===== src/rtl/spart_pkg.sv =====
// Shared constants and state types for the memory-mapped serial port.
// Imported by the top level and the queue sub-module.
package spart_pkg;

    localparam logic [1:0] OFF_DATABUF = 2'd0;
    localparam logic [1:0] OFF_STATUS  = 2'd1;
    localparam logic [1:0] OFF_DB      = 2'd2;
    localparam logic [1:0] OFF_RSVD    = 2'd3;

    localparam logic [15:0] DB_DEFAULT = 16'd434;

    localparam int ST_FERR = 15;
    localparam int ST_OVR  = 14;

    typedef enum logic [1:0] {TX_IDLE, TX_START, TX_DATA, TX_STOP} tx_state_t;
    typedef enum logic [1:0] {RX_IDLE, RX_START, RX_DATA, RX_STOP} rx_state_t;

    // Divisors below 2 would leave no room for the half-bit start sample.
    function automatic logic [15:0] bit_period(input logic [15:0] db);
        return (db < 16'd2) ? 16'd2 : db;
    endfunction

endpackage


===== src/rtl/spart_fifo.sv =====
// Power-of-two byte queue with first-word-fall-through head.
// A pop frees room for a same-cycle push when the queue is full.
module spart_fifo #(
    parameter int QDEPTH = 8,
    parameter int DW     = 8
) (
    input  logic                     clk,
    input  logic                     rst,
    input  logic                     push_i,
    input  logic [DW-1:0]            data_i,
    input  logic                     pop_i,
    output logic [DW-1:0]            head_o,
    output logic                     full_o,
    output logic                     empty_o,
    output logic [$clog2(QDEPTH):0]  count_o
);

    localparam int AW = $clog2(QDEPTH);
    localparam int CW = AW + 1;

    logic [DW-1:0] mem_q [QDEPTH];
    logic [AW-1:0] wptr_q, rptr_q;
    logic [CW-1:0] cnt_q;
    logic          push_ok, pop_ok;

    assign empty_o = (cnt_q == '0);
    assign full_o  = (cnt_q == CW'(QDEPTH));
    assign pop_ok  = pop_i & ~empty_o;
    assign push_ok = push_i & (~full_o | pop_ok);
    assign head_o  = mem_q[rptr_q];
    assign count_o = cnt_q;

    always_ff @(posedge clk) begin
        if (push_ok) mem_q[wptr_q] <= data_i;
    end

    always_ff @(posedge clk or posedge rst) begin
        if (rst) begin
            wptr_q <= '0;
            rptr_q <= '0;
            cnt_q  <= '0;
        end else begin
            if (push_ok) wptr_q <= wptr_q + 1'b1;
            if (pop_ok)  rptr_q <= rptr_q + 1'b1;
            case ({push_ok, pop_ok})
                2'b10:   cnt_q <= cnt_q + 1'b1;
                2'b01:   cnt_q <= cnt_q - 1'b1;
                default: cnt_q <= cnt_q;
            endcase
        end
    end

endmodule


===== src/rtl/spart_mmio.sv =====
// 8N1 serial port on the processor data bus: four-word register window,
// TX/RX byte queues, programmable baud divisor and sticky line errors.
module spart_mmio
    import spart_pkg::*;
#(
    parameter logic [15:0] BASE_ADDR = 16'hC004,
    parameter logic [15:0] DB_RESET  = DB_DEFAULT,
    parameter int          QDEPTH    = 8
) (
    input  logic        clk,
    input  logic        rst,
    input  logic [15:0] addr_i,
    input  logic        we_i,
    input  logic        re_i,
    input  logic [15:0] wdata_i,
    output logic [15:0] rdata_o,
    output logic        hit_o,
    output logic        txd_o,
    input  logic        rxd_i
);

    localparam int CW = $clog2(QDEPTH) + 1;

    logic [15:0] off;
    logic        sel_data, sel_status, sel_db;
    logic        wr_data, wr_status, wr_db;

    assign off        = addr_i - BASE_ADDR;
    assign hit_o      = (off[15:2] == 14'd0);
    assign sel_data   = hit_o & (off[1:0] == OFF_DATABUF);
    assign sel_status = hit_o & (off[1:0] == OFF_STATUS);
    assign sel_db     = hit_o & (off[1:0] == OFF_DB);
    assign wr_data    = we_i & sel_data;
    assign wr_status  = we_i & sel_status;
    assign wr_db      = we_i & sel_db;

    logic [15:0] db_q, period, half;

    always_ff @(posedge clk or posedge rst) begin
        if (rst)        db_q <= DB_RESET;
        else if (wr_db) db_q <= wdata_i;
    end

    assign period = bit_period(db_q);
    assign half   = period >> 1;

    logic [7:0]    tx_head, rx_head, rx_byte_q;
    logic          tx_full, tx_empty, rx_full, rx_empty;
    logic [CW-1:0] tx_cnt, rx_cnt, tx_free;
    logic          tx_push, tx_pop, rx_pop, rx_push_q;
    tx_state_t     tx_state_q;

    assign tx_pop  = (tx_state_q == TX_IDLE) & ~tx_empty;
    assign tx_push = wr_data & (~tx_full | tx_pop);
    assign rx_pop  = re_i & sel_data;
    assign tx_free = CW'(QDEPTH) - tx_cnt;

    spart_fifo #(.QDEPTH(QDEPTH), .DW(8)) u_txq (
        .clk(clk), .rst(rst), .push_i(tx_push), .data_i(wdata_i[7:0]),
        .pop_i(tx_pop), .head_o(tx_head), .full_o(tx_full),
        .empty_o(tx_empty), .count_o(tx_cnt)
    );

    spart_fifo #(.QDEPTH(QDEPTH), .DW(8)) u_rxq (
        .clk(clk), .rst(rst), .push_i(rx_push_q), .data_i(rx_byte_q),
        .pop_i(rx_pop), .head_o(rx_head), .full_o(rx_full),
        .empty_o(rx_empty), .count_o(rx_cnt)
    );

    // ---------------- transmitter ----------------
    logic [15:0] tx_cnt_q;
    logic [2:0]  tx_bit_q;
    logic [7:0]  tx_sh_q;
    logic        txd_q;

    always_ff @(posedge clk or posedge rst) begin
        if (rst) begin
            tx_state_q <= TX_IDLE;
            tx_cnt_q   <= '0;
            tx_bit_q   <= '0;
            tx_sh_q    <= '0;
            txd_q      <= 1'b1;
        end else begin
            case (tx_state_q)
                TX_IDLE: begin
                    txd_q <= 1'b1;
                    if (!tx_empty) begin
                        tx_sh_q    <= tx_head;
                        tx_cnt_q   <= '0;
                        tx_state_q <= TX_START;
                    end
                end
                // First START cycle drops the line; the second expiry moves to data.
                TX_START: begin
                    if (tx_cnt_q != 16'd0) begin
                        tx_cnt_q <= tx_cnt_q - 16'd1;
                    end else if (txd_q) begin
                        txd_q    <= 1'b0;
                        tx_cnt_q <= period - 16'd1;
                    end else begin
                        txd_q      <= tx_sh_q[0];
                        tx_sh_q    <= {1'b0, tx_sh_q[7:1]};
                        tx_bit_q   <= '0;
                        tx_cnt_q   <= period - 16'd1;
                        tx_state_q <= TX_DATA;
                    end
                end
                TX_DATA: begin
                    if (tx_cnt_q != 16'd0) begin
                        tx_cnt_q <= tx_cnt_q - 16'd1;
                    end else if (tx_bit_q == 3'd7) begin
                        txd_q      <= 1'b1;
                        tx_cnt_q   <= period - 16'd1;
                        tx_state_q <= TX_STOP;
                    end else begin
                        txd_q    <= tx_sh_q[0];
                        tx_sh_q  <= {1'b0, tx_sh_q[7:1]};
                        tx_bit_q <= tx_bit_q + 3'd1;
                        tx_cnt_q <= tx_cnt_q + period - 16'd1;
                    end
                end
                // Leave one cycle early: the IDLE decision cycle is the stop bit's last.
                TX_STOP: begin
                    if (tx_cnt_q <= 16'd1) tx_state_q <= TX_IDLE;
                    else                   tx_cnt_q   <= tx_cnt_q - 16'd1;
                end
                default: tx_state_q <= TX_IDLE;
            endcase
        end
    end

    assign txd_o = txd_q;

    // ---------------- receiver ----------------
    rx_state_t   rx_state_q;
    logic        rx_s1_q, rx_s2_q, rx_s3_q;
    logic [15:0] rx_cnt_q;
    logic [2:0]  rx_bit_q;
    logic [7:0]  rx_sh_q;
    logic        rx_ferr_set_q;

    always_ff @(posedge clk or posedge rst) begin
        if (rst) begin
            rx_s1_q <= 1'b1;
            rx_s2_q <= 1'b1;
            rx_s3_q <= 1'b1;
        end else begin
            rx_s1_q <= rxd_i;
            rx_s2_q <= rx_s1_q;
            rx_s3_q <= rx_s2_q;
        end
    end

    always_ff @(posedge clk or posedge rst) begin
        if (rst) begin
            rx_state_q    <= RX_IDLE;
            rx_cnt_q      <= '0;
            rx_bit_q      <= '0;
            rx_sh_q       <= '0;
            rx_byte_q     <= '0;
            rx_push_q     <= 1'b0;
            rx_ferr_set_q <= 1'b0;
        end else begin
            rx_push_q     <= 1'b0;
            rx_ferr_set_q <= 1'b0;
            case (rx_state_q)
                RX_IDLE: begin
                    if (rx_s3_q && !rx_s2_q) begin
                        rx_cnt_q   <= half - 16'd1;
                        rx_state_q <= RX_START;
                    end
                end
                RX_START: begin
                    if (rx_cnt_q != 16'd0) begin
                        rx_cnt_q <= rx_cnt_q - 16'd1;
                    end else if (rx_s2_q) begin
                        rx_state_q <= RX_IDLE;
                    end else begin
                        rx_bit_q   <= '0;
                        rx_cnt_q   <= period - 16'd1;
                        rx_state_q <= RX_DATA;
                    end
                end
                RX_DATA: begin
                    if (rx_cnt_q != 16'd0) begin
                        rx_cnt_q <= rx_cnt_q - 16'd1;
                    end else begin
                        rx_sh_q  <= {rx_s2_q, rx_sh_q[7:1]};
                        rx_cnt_q <= period - 16'd1;
                        if (rx_bit_q == 3'd7) rx_state_q <= RX_STOP;
                        else                  rx_bit_q   <= rx_bit_q + 3'd1;
                    end
                end
                RX_STOP: begin
                    if (rx_cnt_q != 16'd0) begin
                        rx_cnt_q <= rx_cnt_q - 16'd1;
                    end else begin
                        if (rx_s2_q) begin
                            rx_push_q <= 1'b1;
                            rx_byte_q <= rx_sh_q;
                        end else begin
                            rx_ferr_set_q <= 1'b1;
                        end
                        rx_state_q <= RX_IDLE;
                    end
                end
                default: rx_state_q <= RX_IDLE;
            endcase
        end
    end

    // ---------------- sticky errors ----------------
    logic ferr_q, ovr_q, ferr_d, ovr_d, ovr_set;

    assign ovr_set = rx_push_q & rx_full & ~rx_pop;
    // Set wins over a same-cycle clear so no error is lost.
    assign ferr_d  = (ferr_q & ~wr_status) | rx_ferr_set_q;
    assign ovr_d   = (ovr_q  & ~wr_status) | ovr_set;

    always_ff @(posedge clk or posedge rst) begin
        if (rst) begin
            ferr_q <= 1'b0;
            ovr_q  <= 1'b0;
        end else begin
            ferr_q <= ferr_d;
            ovr_q  <= ovr_d;
        end
    end

    // ---------------- read mux ----------------
    logic [15:0] status;

    always_comb begin
        status          = 16'h0000;
        status[ST_FERR] = ferr_q;
        status[ST_OVR]  = ovr_q;
        status[7:4]     = 4'(tx_free);
        status[3:0]     = 4'(rx_cnt);
    end

    always_comb begin
        rdata_o = 16'h0000;
        if (hit_o) begin
            case (off[1:0])
                OFF_DATABUF: if (!rx_empty) rdata_o = {8'h00, rx_head};
                OFF_STATUS:  rdata_o = status;
                OFF_DB:      rdata_o = db_q;
                default:     rdata_o = 16'h0000;
            endcase
        end
    end

endmodule

===== config.mk =====
export PLATFORM = sky130hd
export DESIGN_NAME = spart_mmio
export DESIGN_NICKNAME = d
export VERILOG_FILES = /design/src/rtl/spart_pkg.sv /design/src/rtl/spart_fifo.sv /design/src/rtl/spart_mmio.sv
export SDC_FILE = /design/constraint.sdc
export NUM_CORES = 1
export LEC_CHECK = 0
export CELL_PAD_IN_SITES_DETAIL_PLACEMENT = 1
export CELL_PAD_IN_SITES_GLOBAL_PLACEMENT = 2
export CORE_MARGIN = 8
export CORE_UTILIZATION = 42
export DETAILED_ROUTE_END_ITERATION = 10
export PLACE_DENSITY_LB_ADDON = 0.1
export REMOVE_ABC_BUFFERS = 1
export SLEW_MARGIN = 20
export SYNTH_ARGS = -nofsm -noshare
export SYNTH_HDL_FRONTEND = slang
export SYNTH_SLANG_ARGS = --single-unit
export TNS_END_PERCENT = 100

===== constraint.sdc =====
create_clock -name clk -period 5.2 [get_ports clk]
set_clock_uncertainty 0.15 [all_clocks]
set_input_delay 1.04 -clock clk [delete_from_list [all_inputs] [get_ports clk]]
set_output_delay 1.04 -clock clk [all_outputs]
set_load 0.005 [all_outputs]

==> impl_results.md <==
* Clk_lat worst skew at 540 ps
* Total clock sinks at 238
* CP startpoint kind: input port
* Core area at 30670 um^2
* Final total power at 7.727 mW
* CP required at 4010 ps
* Number of library cell types mapped by synthesis at 72
* Commonest non-fill, non-tap cell in the layout: edfxtp_1
* TritonRoute pass-1 iters at 4
* # setup viols final at 0
* Post CTS Setup Buffer Count at 0
* Setup TNS at 0 ps
* Post-Syn Area per Cell at 11.18 um^2
* Slew Limit Headroom at 35.16%
* Post-synth ARST share at 46.22%
* CTS tree: done
* Crit end category: output port
* Non-Filler Instances at 1647
* Hold slack at 207.1 ps
* DRC at 0
* Synth Flop Type: edfxtp_1
* Total track usage at 20.48%
* RSZ-0062 raised after global routing: no
* Post-synth EDFFs at 128
* Setup WS post-layout at 542.8 ps
* Final-report hold violation count at 0
* Site Rows at 64
* Final min period at 4657 ps
* Worst Path Max Fanout at 8
* Commonest cells after routing, fill and taps aside: edfxtp_1, dfrtp_1, nor2_1
* CTS max path bufs at 3
* Nets@finish at 1332
* Post-CTS resize count at 0
* Worst Path Class, Setup: in2out
* Synth Cell Area at 13080 um^2
* CTS Buf Count at 27
* Yosys Warn Count at 0
* Fmax achieved at 214.7 MHz
* Diodes inserted at 0
* Die Area at 37050 um^2
* Pwr dens at 514.3 nW/um^2
* ANT nets after route at 0
* Hold Crit Class: reg2reg
* Clk slew on worst S/H paths at 60 ps
* #FFs+latches synth at 238
* Syn-to-layout area delta at 14.83%
* Measured slew at the worst slew-check pin at 970.3 ps
* Initial antenna violation count at 0
* Initial Util at 42.66%
* Design Area, Final at 15020 um^2
* CTS Hold Bufs at 0
* Register area share after synthesis at 50.51%
* Buffers on Ports at 54
* Area after DPL at 14160 um^2
* Share of cells above drive strength 1 at 13.59%
* Max_cap viols at 0
* H-tree depth at 1
* Die Y at 192.5 um
* Vias per cell at 5.769
* Wire length per cell at 22.65 um
* Pre-CTS setup slack at 549.3 ps
* First-pass GRT wire length at 59130 um
* Final Wtd Congestion at 0.8412
* Pin count of the biggest net entering global routing at 87
* Post-DP HPWL at 27260 um
* Gate Count Post-Synth at 1170
* Final Max Slew Viols at 0
* Die Span X at 192.5 um
* Core Util, Final at 48.98%
* Boundary Pins at 55
* Yosys top cell by area: edfxtp_1
* Crit path DAT at 3470 ps
* Root buffer cell: clkbuf_16
* Total gr overflow at 0
* Synth area leaders: edfxtp_1, dfrtp_1, ha_1, mux4_2, mux2_2
* Final Cycle Share at 89.56%
* Placed cell count at 1598
* Leakage at 5.835 nW
* Vias at 9502
* Max rail drop VDD at 293.1 uV
* Vias in the first global route at 10030
* Post-Route WL at 37310 um
* Synth top area share at 29.38%
* 1st-iter DRT viols at 535
* Status: finished clean
[kinds of logic after synthesis]
| kind of cell | Yosys count | share of synthesized area (%) |
|---|---|---|
| AND/OR/NAND/NOR | 318 | 11.94 |
| AO/OA/AOI/OAI | 264 | 13.37 |
| flip-flops | 238 | 50.51 |
| buffers and inverters | 146 | 4.313 |
| multiplexers | 85 | 9.899 |
| adder cells (fa/ha/maj) | 64 | 6.293 |
| XOR/XNOR | 55 | 3.682 |
[flip-flops by register name, summed over array words and instances, names as in the netlist, 2 cells and up, named ones only]
| signal | cells |
|---|---|
| tx_state_q | 2 |
| rx_cnt_q | 16 |
| rx_sh_q | 8 |
| rx_bit_q | 3 |
| rx_byte_q | 8 |
| tx_bit_q | 3 |
| db_q | 16 |
| u_txq.wptr_q | 3 |
| u_rxq.wptr_q | 3 |
| tx_sh_q | 8 |
| u_txq.mem_q | 64 |
| u_txq.rptr_q | 3 |
| u_rxq.count_o | 4 |
| u_rxq.rptr_q | 3 |
| tx_cnt_q | 16 |
| u_rxq.mem_q | 64 |
| u_txq.count_o | 4 |
[area by class of cell]
cell class	count	area (um^2)
flip-flops and latches	238	6608
fillers	3307	15650
repair buffers	87	800.8
well taps	396	495.5
inverters	91	344.1
clock inverters	17	153.9
clock buffers	32	704.4
multi-input cells	786	5917
[critical path: stages]
cell	delay, ps
clkdlybuf4s50_1	530
nor2_1	260
nand2b_1	240
nor2_1	170
a221oi_1	70
a211oi_1	520
clkdlybuf4s50_1	630
[power breakdown]
group	internal [mW]	leakage [nW]	switching, mW	total (mW)
registers	2.19	2.62	0.255	2.44
logic	1.40	2.80	2.02	3.42
clock network	1.07	0.418	0.795	1.87
total	4.66	5.84	3.07	7.73
[final timing paths]
kind	cells after the start	startpoint	slack, ps	to
max	7	addr_i[0]	540	rdata_o[6]
min	0	rx_s1_q	210	rx_s2_q
max reg2reg	14	db_q[4]	890	tx_cnt_q[15]
min reg2reg	0	rx_s1_q	210	rx_s2_q
max in group asynchronous	3	rst	3380	txd_o
min in group asynchronous	2	rst	680	rx_cnt_q[5]
[cells in the mapped netlist, types with 11 or more instances]
| cell type | number |
|---|---|
| edfxtp_1 | 128 |
| o211ai_1 | 11 |
| nand3_1 | 17 |
| a31oi_1 | 11 |
| mux4_2 | 32 |
| dfrtp_1 | 101 |
| nor3_1 | 28 |
| o21ai_0 | 47 |
| mux2i_1 | 18 |
| nand4_1 | 12 |
| nor2_1 | 92 |
| nand2_1 | 79 |
| clkbuf_1 | 47 |
| ha_1 | 61 |
| mux2_2 | 35 |
| o31ai_1 | 11 |
| nand2b_1 | 13 |
| xnor2_1 | 45 |
| inv_1 | 91 |
| nor4_1 | 14 |
| a21oi_1 | 70 |
[layer usage]
metal | track usage (%) | up-vias | wire length (um)
li1 | - | 4471 | -
met1 | 27.83 | 4843 | 17380
met2 | 34.33 | 146 | 17790
met3 | 3.235 | 42 | 1495
met4 | 4.054 | 0 | 635
met5 | 0 | - | 0
Power figures use the tool's default switching activity.
